<file path="config.mk">
export PLATFORM = sky130hd
export DESIGN_NAME = tv_recorder
export DESIGN_NICKNAME = d
export VERILOG_FILES = /design/src/rtl/tv_recorder.sv
export SDC_FILE = /design/constraint.sdc
export NUM_CORES = 1
export LEC_CHECK = 0
export CAP_MARGIN = 10
export CORE_ASPECT_RATIO = 0.8
export CORE_UTILIZATION = 58
export DETAILED_ROUTE_END_ITERATION = 10
export PLACE_DENSITY = 0.76
export SLEW_MARGIN = 20
export SYNTH_ARGS = -nofsm -noshare
export SYNTH_HDL_FRONTEND = slang
export SYNTH_SLANG_ARGS = --single-unit
</file>
<file path="constraint.sdc">
create_clock -name clk -period 2.25 [get_ports clk]
set_input_delay 0.45 -clock clk [delete_from_list [all_inputs] [get_ports clk]]
set_output_delay 0.45 -clock clk [all_outputs]
set_load 0.02 [all_outputs]
</file>
<file path="src/rtl/tv_recorder.sv">
// Test-vector recorder: captures a packed vector on each sample strobe into an
// internal memory, then replays the stored vectors over a valid/ready stream.
module tv_recorder #(
   parameter  int WIDTH = 4,
   parameter  int DEPTH = 16,
   localparam int AW    = $clog2(DEPTH)
) (
   input  logic             clk,
   input  logic             reset,
   input  logic             arm,
   input  logic             sample,
   input  logic [WIDTH-1:0] vec,
   input  logic             stop,
   output logic             capturing,
   output logic             done,
   output logic [AW:0]      count,
   output logic             overflow,
   input  logic             dump,
   output logic             rd_valid,
   input  logic             rd_ready,
   output logic [WIDTH-1:0] rd_data,
   output logic             rd_last
);

   typedef enum logic [1:0] {IDLE, CAPTURE, DONE, DUMP} state_t;

   localparam logic [AW:0]   CNT_FULL = (AW+1)'(DEPTH);
   localparam logic [AW:0]   CNT_ONE  = (AW+1)'(1);
   localparam logic [AW-1:0] PTR_ONE  = AW'(1);

   state_t           state, state_nxt;
   logic [WIDTH-1:0] mem [DEPTH];
   logic [AW-1:0]    rd_ptr;
   logic [AW-1:0]    wr_ptr;
   logic             store;

   assign wr_ptr    = count[AW-1:0];
   assign store     = (state == CAPTURE) && sample;
   assign capturing = (state == CAPTURE);
   assign done      = (state == DONE);
   assign rd_valid  = (state == DUMP);
   assign rd_last   = rd_valid && ({1'b0, rd_ptr} == count - CNT_ONE);
   // Outside DUMP the read port is forced to zero so it is never X after reset.
   assign rd_data   = rd_valid ? mem[rd_ptr] : '0;

   always_comb begin
      state_nxt = state;
      case (state)
         IDLE:    if (arm) state_nxt = CAPTURE;
         CAPTURE: if (stop || (sample && count == CNT_FULL - CNT_ONE)) state_nxt = DONE;
         DONE: begin
            if (arm)                        state_nxt = CAPTURE;
            else if (dump && count != '0)   state_nxt = DUMP;
         end
         DUMP:    if (rd_ready && rd_last) state_nxt = DONE;
         default: state_nxt = IDLE;
      endcase
   end

   always_ff @(posedge clk) begin
      if (!reset) begin
         state    <= IDLE;
         count    <= '0;
         overflow <= 1'b0;
         rd_ptr   <= '0;
      end else begin
         state <= state_nxt;
         case (state)
            IDLE: begin
               if (arm) begin
                  count    <= '0;
                  overflow <= 1'b0;
               end
            end
            CAPTURE: begin
               if (sample) count <= count + CNT_ONE;
            end
            DONE: begin
               if (sample && count == CNT_FULL) overflow <= 1'b1;
               // A fresh arm clears overflow even if a lost sample lands on the same edge.
               if (arm) begin
                  count    <= '0;
                  overflow <= 1'b0;
               end else if (dump && count != '0) begin
                  rd_ptr <= '0;
               end
            end
            DUMP: begin
               if (rd_ready) rd_ptr <= rd_ptr + PTR_ONE;
            end
            default: ;
         endcase
      end
   end

   // Storage is not reset; writes are simply suppressed on a reset edge.
   always_ff @(posedge clk) begin
      if (reset && store) mem[wr_ptr] <= vec;
   end

endmodule
</file>
* Yosys cells after proc, flatten, opt, wreduce, memory -nomap -nowiden
Memories as Yosys holds them, arrays and structs flattened. A register that Yosys moved wholly into a read port is not among the register bits.
Cells that the tools add are included.
** Cells by class
- Mux-type cells :: 22
- Multiply operators :: 0
- Bitwise logic cells :: 0
- Shifts and indexed selects :: 0
- Add/sub/neg operators :: 3
- Equal/unequal tests :: 16
- Div/mod/pow operators :: 0
- Reductions and logical operators :: 18
- Magnitude comparators :: 0
** Operators by type and width (number)
- 4-bit 2-to-1 mux :: 6
- 2-bit 2-to-1 mux :: 5
- 5-bit 2-to-1 mux :: 2
- 2-bit by 1-bit != test with 1-bit output (second input constant) :: 5
- 5-bit case mux with 2 select lines :: 1
- 2-bit case mux with 4 select lines :: 1
- 4-bit case mux with 2 select lines :: 1
- 4-bit AND reduction :: 2
- 1-bit logical AND :: 7
- 2-bit != test (second input constant) :: 3
- 3-bit by 2-bit != test with 1-bit output (second input constant) :: 2
- 3-bit AND reduction :: 2
- 2-bit nonzero test :: 3
- 5-bit by 1-bit adder with 5-bit output (second input constant) :: 1
- 4-bit by 5-bit equality test with 1-bit output :: 1
- 5-bit by 4-bit equality test with 1-bit output (second input constant) :: 1
- 5-bit equality test (second input constant) :: 1
- 1-bit 2-to-1 mux :: 5
- 5-bit nonzero test :: 1
- 5-bit by 1-bit subtractor with 5-bit output (second input constant) :: 1
- 4-bit by 1-bit adder with 4-bit output (second input constant) :: 1
- 2-bit equality test (second input constant) :: 2
- 2-bit by 1-bit equality test with 1-bit output (second input constant) :: 1
- 2-bit zero test :: 1
- 3 further kinds :: 3
** Storage, ports and cells
- Memory bits (writable) :: 64
- Memories kept :: 1
- Output and inout port bits :: 14
- Memory bits (read-only) :: 0
- Bits in latches :: 0
- Input bits :: 11
- Register bits after elaboration :: 12
** Memories
- mem :: words 16, width 4, read ports 1, clocked after memory_dff 1, wr ports 1, RTL line 32 : logic [WIDTH-1:0] mem [DEPTH];

* Longest topological paths before layout
- Depth after elaboration :: 7
- Gate-level depth with buffers :: 7
- Gate-level depth less buffers :: 7

* Worst setup path after synthesis
OpenSTA, ideal clock, no wires.
- Path kind :: reg-to-output
- Start point :: register count[0]
- End point :: output rd_last
- Cell stages (with the launch flop) :: 6
- Data required time :: 1.800 ns
- Slack :: -0.251 ns
- Arrival :: 2.051 ns
- Cell sequence :: dfxtp_1 inv_1 ha_1 o21ba_1 a221o_1 a211oi_1
** On the way
- Cells in the longest elaborated chain, start to end :: 3
** Ends and longest elaborated chain
- start, declared :: RTL line 16 : output logic [AW:0] count,
- start signal, assigned :: RTL line 76 : if (sample) count <= count + CNT_ONE;
- 5-bit by 1-bit subtractor with 5-bit output :: RTL line 42 : assign rd_last = rd_valid && ({1'b0, rd_ptr} == count - CNT_ONE);
- 4-bit by 5-bit equality test with 1-bit output :: RTL line 42
- 1-bit logical AND :: RTL line 42
- end, declared :: RTL line 22 : output logic rd_last
Every way passes these cells.

==> reports/qor.csv <==
metric;value;unit
status;complete, but fails checks;
violations;negative setup slack;
area_growth;25.6;%
min_path_type;reg -> reg;
ir_drop;0.747;mV
yosysWarnings;0;
synthDistinctLibCells;43;
p_sw;0.553;mW
maxSlewViolCount;0;
stdcell_count;377;
syn-cell-area;3450;um2
critPathMostFrequentCell;buf_6;
grt_pass1_wl;11000;um
antenna_left;0;
ys_async_sr_fraction;0;%
clk_pin_slew;0.08;ns
critical_path_class;reg -> out;
worstPathRequired;1.80;ns
place_inst;359;
regArea;2250;um2
synth_top_family_by_area;multiplexers;
synth-xor-area-share;1.78;%
synth_compound_area_share;6.88;%
setup_tns;-0.771;ns
power_density;676;nW/um2
core.rowCount;24;
critPathCaptureType;output pin;
cts_tree;yes;
track_usage;25.2;%
wl;7140;um
ctsHoldBuffers;0;
power_frac_comb;4.6;%
antenna_found_initial;0;
gp_routability_congestion;0.777;
overflow;0;
min_period;2.43;ns
fmax;411;MHz
fin_ws;-0.184;ns
crit_slowest_cell;mux4_2;
grt_pass1_vias;2040;
numCtsBuffers;9;
hpwlAfterDp;5220;um
min-delay-start;overflow;
first_iter_violations;182;
fin_crit_sh;108;%
die_w;88.3;um
drc_errors;0;
switching_share;18.8;%
p_int;2.38;mW
crit_fanout;4;
synthMuxAreaShare;11.2;%
drv_cap;0;
power.share.clock;40.7;%
dieHeight;71.0;um
nNetsFinal;311;
io_pins;25;
reg2reg_from;count[1];
rrSetupSlack;0.36;ns
reg2regPathDepth;7;
clock_path_buffers;2;
avgViaCountPerCell;5.65;
synth_edf_count;64;
clock-root-buffer;clkbuf_8;
insertion_delay;0.34;ns
hold_violations;0;
synth_area_per_cell;15.1;um2
synth_fa_ha_area_share;2.17;%
cp_data_arrival_time;1.98;ns
synth_nets;246;
setup_viol_count_final;5;
grt_max_degree;17;
critPathCapture;rd_data[0];
layout-drive-gt1-share;28.4;%
wl_per_cell;18.9;um
multi_input_area;1160;um2
path_cells;buf_6 > mux4_2 > a22o_1 > a221o_1 > buf_6;
ys_seq_area_share;64.9;%
htree_levels;3;
max_stage_delay;0.50;ns
yosys_most_used_dff;edfxtp_1;
dr.pass1.iters;4;
synthSimpleGateAreaFrac;10.9;%
power_frac_seq;54.7;%
dieArea;6270;um2
start_util;61.8;%
p_leak;1.52;nW
synthCells;229;
diodes;0;
cts.sinks;80;
num-fill-cells;347;
core;5590;um2
dr_total_vias;2130;
worst_slew_pin_slew;0.593;ns
rsz0062_at_grt;yes;
ys_seq_elements;80;
io_buffers;24;
relSlewSlack;60.3;%
worst_clock_skew;0.00695;ns
start_kind;flop;
power;2.93;mW
-- area by class of cell --
type,instances,share of cell area (%)
multi-input cells,136,26.8
flip-flops and latches,80,51.8
well taps,78,2.25
clock buffers,12,3.81
clock inverters,4,1.70
inverters,4,0.346
repair buffers,63,13.2
-- sequential cells by signal, summed over array words and instances, names as in the netlist, named ones only --
name and flops:
count 5, mem 64, overflow 1, state 2, rd_ptr 4
-- layout by cell type (no fill, tap or decap), types with 4 or more instances in the layout --
cell and count:
a221o_1 5, a22o_1 4, a22oi_1 6, and3_1 5
buf_4 34, buf_6 8, clkbuf_8 12, clkdlybuf4s50_1 18
dfxtp_1 13, edfxtp_1 64, ha_1 5, mux2i_1 9
mux4_2 10, nand2_1 13, nand3_1 8, nor2_1 16
nor2b_1 6, nor3_1 6, xor2_1 4
-- power by group through the flow --
| stage | Sequential [mW] | Clock [mW] | Combinational [mW] |
|---|---|---|---|
| finish | 1.60 | 1.19 | 0.136 |
| global route | 1.60 | 1.27 | 0.146 |
| CTS | 1.60 | 1.21 | 0.131 |
| detailed placement | 1.64 | 0 | 0.129 |
| global placement | 1.64 | 0 | 0.127 |
| floorplan | 1.64 | 0 | 0.0532 |
-- worst min path at each step --
stage	endpoint	depth (start not counted)	slack [ns]
after floorplan	flop	2	0.48
final	overflow	2	0.54
after global placement	overflow	2	0.45
after CTS	overflow	2	0.55
after detailed placement	overflow	2	0.54
after global routing	overflow	2	0.59
-- through the flow --
| step | hold WS [ns] | setup WS [ns] | area [um2] | util [%] |
|---|---|---|---|---|
| 2_1_floorplan | 0.482 | 0.0617 | 3470 | - |
| 3_3_place_gp | 0.454 | -0.265 | 4050 | 72.5 |
| 3_5_place_dp | 0.537 | -0.291 | 4050 | 72.5 |
| 4_1_cts | 0.554 | -0.205 | 4300 | 77.0 |
| 5_1_grt | 0.589 | -0.261 | 4340 | 77.6 |
| 6_report | 0.537 | -0.184 | 4340 | 77.6 |
-- critical path, delay by kind of cell (launching register included) --
family	cells	cell delay, ns
buffers and inverters	2	0.26
flip-flops	1	0.37
AO/OA/AOI/OAI	2	0.52
multiplexers	1	0.50
-- kinds of logic after synthesis --
group                    after synthesis
buffers and inverters                 13
AND/OR/NAND/NOR                       72
AO/OA/AOI/OAI                         29
multiplexers                          22
XOR/XNOR                               7
adder cells (fa/ha/maj)                6
flip-flops                            80
-- layer usage --
layer	global-route usage, %	share of wire (%)	up-vias	wire (um)
li1	-	-	1015	-
met1	38.4	48	1041	3400
met2	35.0	45	67	3220
met3	8.28	6.5	7	463
met4	6.99	0.78	0	56
met5	0	0	-	0
-- synth_stat cells (all sizes together), types with 2 or more instances --
| library cell | instances | area, um2 |
|---|---|---|
| a21boi | 4 | 30.0 |
| a221o | 5 | 50.1 |
| a22o | 4 | 35.0 |
| a22oi | 6 | 45.0 |
| and2 | 5 | 33.8 |
| and2b | 2 | 16.3 |
| and3 | 8 | 52.6 |
| buf | 4 | 32.5 |
| clkbuf | 4 | 16.3 |
| dfxtp | 16 | 320 |
| edfxtp | 64 | 1920 |
| ha | 6 | 75.1 |
| inv | 4 | 15.0 |
| mux2i | 10 | 100 |
| mux4 | 12 | 285 |
| nand2 | 13 | 48.8 |
| nand2b | 3 | 18.8 |
| nand3 | 8 | 40.0 |
| nand4 | 2 | 12.5 |
| nor2 | 16 | 60.1 |
| nor2b | 6 | 37.5 |
| nor3 | 6 | 30.0 |
| o21ai | 3 | 15.0 |
| xnor2 | 3 | 26.3 |
| xor2 | 4 | 35.0 |
-- repair_timing --
action                                  4_1_cts  5_1_grt
gates resized for setup                      36        9
setup buffers                                 0        2
endpoints found under the setup margin        6        5
pin swaps                                     5        4
Power figures use the tool's default switching activity.
